**src/rtl/program_rom_fetch_if.sv**
```systemverilog
// program_rom_fetch_if: CPU-side bus cycle bundle for the program ROM fetch unit.
// The master starts a cycle with a one-cycle req; the slave answers with a one-cycle ready.
interface program_rom_fetch_if;
  logic        cpu_req;
  logic [15:0] cpu_addr;
  logic        cpu_we;
  logic [7:0]  cpu_wdata;
  logic        cpu_ready;
  logic [7:0]  cpu_rdata;
  logic        cpu_hit;

  modport master (
    output cpu_req, cpu_addr, cpu_we, cpu_wdata,
    input  cpu_ready, cpu_rdata, cpu_hit
  );

  modport slave (
    input  cpu_req, cpu_addr, cpu_we, cpu_wdata,
    output cpu_ready, cpu_rdata, cpu_hit
  );
endinterface

```
**src/rtl/program_rom_fetch.sv**
```systemverilog
// program_rom_fetch: decodes CPU bus cycles onto the banked program ROM array.
// One outstanding cycle; ROM reads wait a fixed synchronous latency.
module program_rom_fetch #(
  parameter int unsigned ROM_LATENCY = 1,
  parameter logic [15:0] BANK_ADDR   = 16'h9F24
) (
  input  logic               clk,
  input  logic               reset_n,
  program_rom_fetch_if.slave cpu,
  output logic [12:0]        rom_addr,
  output logic               rom0_n,
  output logic               rom1_n,
  output logic               rom2_n,
  output logic               bank0_n,
  output logic               bank1_n,
  input  logic [7:0]         rom_data
);

  localparam logic [1:0] IDLE = 2'd0;
  localparam logic [1:0] WAIT = 2'd1;
  localparam logic [1:0] DONE = 2'd2;
  localparam logic [1:0] LAT  = 2'(ROM_LATENCY);

  logic [1:0] state;
  logic [1:0] cnt;
  logic [2:0] sel;
  logic       rd_hit;
  logic       b0_wr;
  logic       b1_wr;
  logic       unused_wdata;

  // Only bit 0 of write data feeds the bank latches.
  assign unused_wdata = ^cpu.cpu_wdata[7:1];

  always_comb begin
    sel = 3'b000;
    unique case (1'b1)
      cpu.cpu_addr[15:13] == 3'b101: sel = 3'b001;
      cpu.cpu_addr[15:13] == 3'b110: sel = 3'b010;
      cpu.cpu_addr[15:13] == 3'b111: sel = 3'b100;
      default:                       sel = 3'b000;
    endcase
  end

  assign rd_hit = !cpu.cpu_we && (sel != 3'b000);
  assign b0_wr  = cpu.cpu_we && (cpu.cpu_addr == BANK_ADDR);
  assign b1_wr  = cpu.cpu_we
               && (cpu.cpu_addr == BANK_ADDR + 16'd1);

  always_ff @(posedge clk or negedge reset_n) begin
    if (!reset_n) begin
      state         <= IDLE;
      cnt           <= 2'd0;
      rom_addr      <= 13'd0;
      rom0_n        <= 1'b1;
      rom1_n        <= 1'b1;
      rom2_n        <= 1'b1;
      bank0_n       <= 1'b1;
      bank1_n       <= 1'b1;
      cpu.cpu_ready <= 1'b0;
      cpu.cpu_rdata <= 8'h00;
      cpu.cpu_hit   <= 1'b0;
    end else begin
      cpu.cpu_ready <= 1'b0;
      case (state)
        IDLE: begin
          if (cpu.cpu_req) begin
            unique case (1'b1)
              rd_hit: begin
                rom_addr    <= cpu.cpu_addr[12:0];
                rom0_n      <= ~sel[0];
                rom1_n      <= ~sel[1];
                rom2_n      <= ~sel[2];
                cnt         <= LAT;
                cpu.cpu_hit <= 1'b1;
                state       <= WAIT;
              end
              b0_wr: begin
                bank0_n       <= ~cpu.cpu_wdata[0];
                cpu.cpu_hit   <= 1'b1;
                cpu.cpu_ready <= 1'b1;
                state         <= DONE;
              end
              b1_wr: begin
                bank1_n       <= ~cpu.cpu_wdata[0];
                cpu.cpu_hit   <= 1'b1;
                cpu.cpu_ready <= 1'b1;
                state         <= DONE;
              end
              default: begin
                // Misses and writes into ROM space complete at once.
                if (!cpu.cpu_we) cpu.cpu_rdata <= 8'hFF;
                cpu.cpu_hit   <= 1'b0;
                cpu.cpu_ready <= 1'b1;
                state         <= DONE;
              end
            endcase
          end
        end
        WAIT: begin
          if (cnt == 2'd0) begin
            cpu.cpu_rdata <= rom_data;
            rom0_n        <= 1'b1;
            rom1_n        <= 1'b1;
            rom2_n        <= 1'b1;
            cpu.cpu_ready <= 1'b1;
            state         <= DONE;
          end else begin
            cnt <= cnt - 2'd1;
          end
        end
        DONE:    state <= IDLE;
        default: state <= IDLE;
      endcase
    end
  end

  a_one_select: assert property (
    @(posedge clk) disable iff (!reset_n)
    $onehot0({~rom2_n, ~rom1_n, ~rom0_n})
  );

  a_select_in_wait: assert property (
    @(posedge clk) disable iff (!reset_n)
    (state != WAIT) |-> (rom0_n && rom1_n && rom2_n)
  );

endmodule

```
**src/flat_wrapper.sv**
```systemverilog
// flat-port wrapper written by rule: the top's interface ports become plain ports
module program_rom_fetch_flat 
#(
  parameter int unsigned ROM_LATENCY = 1,
  parameter logic [15:0] BANK_ADDR   = 16'h9F24
)
  (clk, reset_n, rom_addr, rom0_n, rom1_n, rom2_n, bank0_n, bank1_n, rom_data, cpu_cpu_req, cpu_cpu_addr, cpu_cpu_we, cpu_cpu_wdata, cpu_cpu_ready, cpu_cpu_rdata, cpu_cpu_hit);
  program_rom_fetch_if cpu_i ();
  input  logic clk;
  input  logic reset_n;
  output logic [12:0] rom_addr;
  output logic rom0_n;
  output logic rom1_n;
  output logic rom2_n;
  output logic bank0_n;
  output logic bank1_n;
  input  logic [7:0] rom_data;
  input wire logic [$bits(cpu_i.cpu_req)-1:0] cpu_cpu_req;
  input wire logic [$bits(cpu_i.cpu_addr)-1:0] cpu_cpu_addr;
  input wire logic [$bits(cpu_i.cpu_we)-1:0] cpu_cpu_we;
  input wire logic [$bits(cpu_i.cpu_wdata)-1:0] cpu_cpu_wdata;
  output wire logic [$bits(cpu_i.cpu_ready)-1:0] cpu_cpu_ready;
  output wire logic [$bits(cpu_i.cpu_rdata)-1:0] cpu_cpu_rdata;
  output wire logic [$bits(cpu_i.cpu_hit)-1:0] cpu_cpu_hit;
  assign cpu_i.cpu_req = cpu_cpu_req;
  assign cpu_i.cpu_addr = cpu_cpu_addr;
  assign cpu_i.cpu_we = cpu_cpu_we;
  assign cpu_i.cpu_wdata = cpu_cpu_wdata;
  assign cpu_cpu_ready = cpu_i.cpu_ready;
  assign cpu_cpu_rdata = cpu_i.cpu_rdata;
  assign cpu_cpu_hit = cpu_i.cpu_hit;
  program_rom_fetch #(.ROM_LATENCY(ROM_LATENCY), .BANK_ADDR(BANK_ADDR)) u_core (.clk(clk), .reset_n(reset_n), .cpu(cpu_i), .rom_addr(rom_addr), .rom0_n(rom0_n), .rom1_n(rom1_n), .rom2_n(rom2_n), .bank0_n(bank0_n), .bank1_n(bank1_n), .rom_data(rom_data));
endmodule
```
**config.mk**
```make
export PLATFORM = sky130hd
export DESIGN_NAME = program_rom_fetch_flat
export DESIGN_NICKNAME = d
export VERILOG_FILES = /design/src/rtl/program_rom_fetch_if.sv /design/src/rtl/program_rom_fetch.sv /design/src/flat_wrapper.sv
export SDC_FILE = /design/constraint.sdc
export NUM_CORES = 1
export LEC_CHECK = 0
export ABC_AREA = 1
export CAP_MARGIN = 20
export CORE_MARGIN = 2
export CORE_UTILIZATION = 43
export CTS_CLUSTER_SIZE = 10
export DETAILED_ROUTE_END_ITERATION = 12
export PLACE_DENSITY = 0.8
export SLEW_MARGIN = 20
export SYNTH_ARGS = -nofsm -noshare
export SYNTH_HDL_FRONTEND = slang
export SYNTH_SLANG_ARGS = --single-unit
export TNS_END_PERCENT = 50
```
**constraint.sdc**
```tcl
create_clock -name clk -period 1.3 [get_ports clk]
set_input_delay 0.195 -clock clk [delete_from_list [all_inputs] [get_ports clk]]
set_output_delay 0.195 -clock clk [all_outputs]
set_load 0.01 [all_outputs]
```
# == Yosys cells after proc, flatten, opt, wreduce, memory -nomap -nowiden ==
# Index checks and enable logic that the tools add are counted.
# totals
output_inout_bits,28
romBits,0
regBits,32
ram_bits,0
word_cells,74
latchBits,0
mem_count,0
inputBits,36
# op_classes
n_lt_le_gt_ge,0
bitwise_logic,4
shifts,0
addsub,1
mul,0
div_mod_pow,0
eq_ne,12
reduce_logical,17
muxes,29
# ops
cell,count
$eq 16x16->1 const B,2
$mux 8,4
$pmux 8 s2,1
$mux 2,6
$mux 1,11
$eq 3x3->1 const B,3
$pmux 3 s3,1
$reduce_and 3->1,3
$ne 2x2->1 const B,4
$pmux 1 s2,4
$pmux 2 s2,2
$reduce_and 4->1,2
$reduce_and 5->1,1
$logic_not 2->1,2
$ne 2x1->1 const B,2
$not 1->1,4
$reduce_and 2->1,2
$logic_and 1x1->1,3
$reduce_bool 3->1,1
$reduce_or 3->1,1
$eq 2x1->1 const B,1
$reduce_bool 2->1,1
$sub 2x1->2 const B,1
$logic_not 1->1,1

# == Longest topological paths before layout ==
# Gate-level depths: netlist of the first run.
# logic_depth
word_depth,8
ltp_mapped,8
mapped_depth_nobuf,8

# == Worst setup path after synthesis of the first run ==
# OpenSTA, ideal clock, no wires.
# synth_path
path_kind,reg-to-reg
start,register u_core.state[1]
end,register u_core.rom_addr[4]
path_buffers,1
setup_ns,0.118
period_less_slack_ns,1.202
path_slack_ns,0.098
t_required_ns,1.182
path_stages_with_launch,8
arrival_ns,1.084
cell_sequence,dfrtp_1 > nor2_2 > nand2_2 > inv_2 > nand2_4 > buf_6 > nand2_1 > o21ai_2
# synth_between
elab_chain_cells,2
# synth_rtl
element,line,source
start: declaration,program_rom_fetch.sv:24,logic [1:0] state;
start signal: assignment,program_rom_fetch.sv:52,state <= IDLE;
start signal: assignment,program_rom_fetch.sv:76,state <= WAIT;
start signal: assignment,program_rom_fetch.sv:82,state <= DONE;
$logic_not 2->1,program_rom_fetch.sv:65,case (state)
$reduce_and 3->1 (no source line),-,
end signal: assignment,program_rom_fetch.sv:70,rom_addr <= cpu.cpu_addr[12:0];
end: declaration,program_rom_fetch.sv:10,"output logic [12:0] rom_addr,"
# Every way passes these cells.
# A chain may end at the register's enable or synchronous reset.

# == Worst setup path after layout of the first run ==
# layout_path
start,register u_core.rom1_n
end,output rom1_n
# layout_lines
element,line,source
start: declaration,program_rom_fetch.sv:12,"output logic rom1_n,"
start signal: assignment,program_rom_fetch.sv:72,rom1_n <= ~sel[1];
end: declaration,flat_wrapper.sv:13,output logic rom1_n;
# No word-level cell between the ends.

==> results.toml, run 1 <==
[route]
dr.first_iter.drc_count = 61
ant_nets = 0
via_count = 1414
dr.pass1.iters = 4
routed_via_density = 4.518
drc = 0
routed_wl_um = 3372
wl_per_cell_um = 10.77

[sta]
period_needed_ns = 1.253
rsz0062_at_grt = "yes"
setup_violations = 0
slew_headroom_pct = 83.69
timing.hold.ws_ns = 0.2718
tightestPinTransition_ns = 0.2439
setup_tns_ns = 0
slew_viol_final = 0
period_share_pct = 96.41
skew_ns = 0.007696
fmax_mhz = 797.8
finalHoldViolations = 0

[floorplan]
ios = 64
die_h_um = 64.86
die_area_um2 = 4207
die_w_um = 64.86
core_um2 = 3606
initial_core_util_pct = 44.17
row_count = 22

[global_route]
grt_max_degree = 33
grt_overflow = 0
grt_pass1_vias = 1356
grt_use_total_pct = 17.66
antenna_found_initial = 0
grt_pass1_wl_um = 5609

[worst_setup_path]
worst-setup-path-type = "flip-flop to output pin"
cp_num_buf_inv = 1
cp_max_fo = 2
path_cells = "dlygate4sd2_1"
reg2reg_setup_slack_ns = 0.07
worst_ep_arrival_time_ns = 1.06
worst_path_largest_cell_delay_ns = 0.53
critical_path.top_delay_family = "flip-flops"
cp-end-kind = "output pin"
critPathLaunch = "u_core.rom1_n$_DFFE_PN1P_"
reg2reg_depth = 7
cp-start-kind = "flip-flop"
required_ns = 1.11
regToRegEndpoint = "u_core.cpu.cpu_rdata[5]$_DFFE_PN0P_"
r2r_start = "u_core.state[0]$_DFFE_PN0P_"
cp_slowest_cell = "dfstp_2"

[finish]
area_delta_synth_final_pct = 50.59
fin_nets = 301
fin_cells = 313
final_area_um2 = 2399
drive_gt1_share_pct = 23.02
antenna_cells = 0

[synth]
synth_async_sr_flop_share_pct = 100.0
synth_area_um2 = 1593
syn_nets = 226
postSynthCellCount = 189
synth-seq-cells = 32
avgSynthCellArea_um2 = 8.427
synth_warnings = 0
synth_edf_count = 0
yosys.cell_types.count = 22
yosysSeqAreaShare_pct = 50.67
synthFlopType = "dfrtp_1"

[cts]
cts_buffers = 5
clk_pin_slew_ns = 0.06
ctsHtreeMaxLevel = 2
cts_buffer_depth = 2
cts_hold_buf = 0
clock_sinks = 32
cts_tree = "done"
clock_latency_ns = 0.28
cts_setup_buffers = 0
cts-root-buf = "clkbuf_8"

[power]
total_power_mw = 4.156
ir_drop_mv = 1.071
p_leak_nw = 1.219
p_per_area_nw_per_um2 = 1733

[hold_path]
hp-class = "input pin to asynchronous set/reset pin"

[placement]
port_buffers = 56
placed_cells = 305
hpwl_um = 2558
globalplace.congestion = 0.7897
placed_area_um2 = 2317

[job]
maxCapViolCount = 0

[outcome]
status = "complete, no violations"
-- metrics by stage --
stage	setup WS [ns]	utilization, %
final	0.04662	66.52
after CTS	0.002576	66.07
after detailed placement	-0.2125	64.26
after global routing	-0.04063	66.52
after global placement	-0.1859	64.26
after floorplan	0.09830	-
-- logic make-up (layout without fill, tap and decap cells) --
kind of cell | Yosys count | in the layout | synth area share, %
compound gates | 25 | 25 | 11.70
fa+ha+maj | 1 | 1 | 0.7854
buf+inv | 27 | 103 | 7.777
flops | 32 | 32 | 50.67
simple gates | 104 | 104 | 29.06
-- layout by cell type (no fill, tap or decap) --
master,instances
nand3_1,2
inv_2,4
nand4_1,5
nor4_1,2
clkdlybuf4s15_1,2
dfrtp_1,26
buf_12,2
buf_4,13
ha_1,1
nand2_2,5
dfstp_2,5
dlygate4sd2_1,25
nor2_2,1
inv_1,20
dfrtp_2,1
o21ai_2,16
o22ai_1,1
nand2_1,58
nor2_4,2
o21ai_1,3
clkbuf_1,1
clkbuf_8,7
clkdlybuf4s50_1,28
nand2_8,1
o21ai_0,4
nor2_1,23
a21oi_1,1
nand2_4,2
clkbuf_2,1
or2_4,1
nor3_1,2
-- what timing repair did --
item / in CTS / in global routing
endpoints found under the setup margin: 28 / 18
gates resized for setup: 28 / 10
pin swaps: 0 / 3
-- per-layer routing --
metal | vias to the layer above | track usage [%] | share of wire, %
met1 | 616 | 20.98 | 43
met5 | - | 0 | 0
li1 | 740 | - | -
met4 | 0 | 6.383 | 1.0
met3 | 4 | 8.333 | 9.1
met2 | 54 | 27.84 | 47
-- registers in the layout, indices dropped and copies added (netlist names) --
| name | count |
|---|---|
| u_core.bank0_n | 1 |
| u_core.bank1_n | 1 |
| u_core.cnt | 2 |
| u_core.cpu.cpu_hit | 1 |
| u_core.cpu.cpu_rdata | 8 |
| u_core.cpu.cpu_ready | 1 |
| u_core.rom0_n | 1 |
| u_core.rom1_n | 1 |
| u_core.rom2_n | 1 |
| u_core.rom_addr | 13 |
| u_core.state | 2 |
-- where the power goes --
part,switching (mW),total [mW],internal (mW)
clock network,0.348,0.830,0.483
logic,0.850,1.67,0.820
registers,0.214,1.66,1.44
total,1.41,4.16,2.74
-- Yosys cell counts, drive strengths merged, types with 2 or more instances --
| master | instances | area (um2) |
|---|---|---|
| buf | 3 | 33.78 |
| dfrtp | 27 | 675.7 |
| dfstp | 5 | 131.4 |
| inv | 24 | 90.09 |
| nand2 | 66 | 280.3 |
| nand3 | 2 | 10.01 |
| nand4 | 5 | 31.28 |
| nor2 | 26 | 110.1 |
| nor3 | 2 | 10.01 |
| nor4 | 2 | 12.51 |
| o21ai | 23 | 175.2 |
-- cell type report --
type,instances,area (um2)
multi-input combinational,130,678.2
fill,331,1207
sequential,32,808.3
tap,48,60.06
clock buffer,8,100.1
timing repair buffer,71,661.9
inverter,24,90.09
-- how the worst max path moves through the flow --
stage                                                endpoint  slack [ns]  cells past startpoint
final                                                  rom1_n        0.05                      1
after global routing      u_core.cpu.cpu_rdata[2]$_DFFE_PN0P_       -0.04                      7
after CTS                                             bank1_n       0.003                      1
after detailed placement       u_core.rom_addr[1]$_DFFE_PN0P_       -0.21                      7
after global placement         u_core.rom_addr[3]$_DFFE_PN0P_       -0.19                      7
after floorplan                u_core.rom_addr[4]$_DFFE_PN0P_         0.1                      7
(Power assumes the default switching activity.)
==> inputs of run 2 (changes only) <==
--- a/config.mk
+++ b/config.mk
@@ -6,7 +6,7 @@
 export NUM_CORES = 1
 export LEC_CHECK = 0
 export ABC_AREA = 1
-export CAP_MARGIN = 20
+export CAP_MARGIN = 30
 export CORE_MARGIN = 2
 export CORE_UTILIZATION = 43
 export CTS_CLUSTER_SIZE = 10
==> results of run 2 <==
Same layout as run 1: the final DEF is identical, and so are final timing and power.
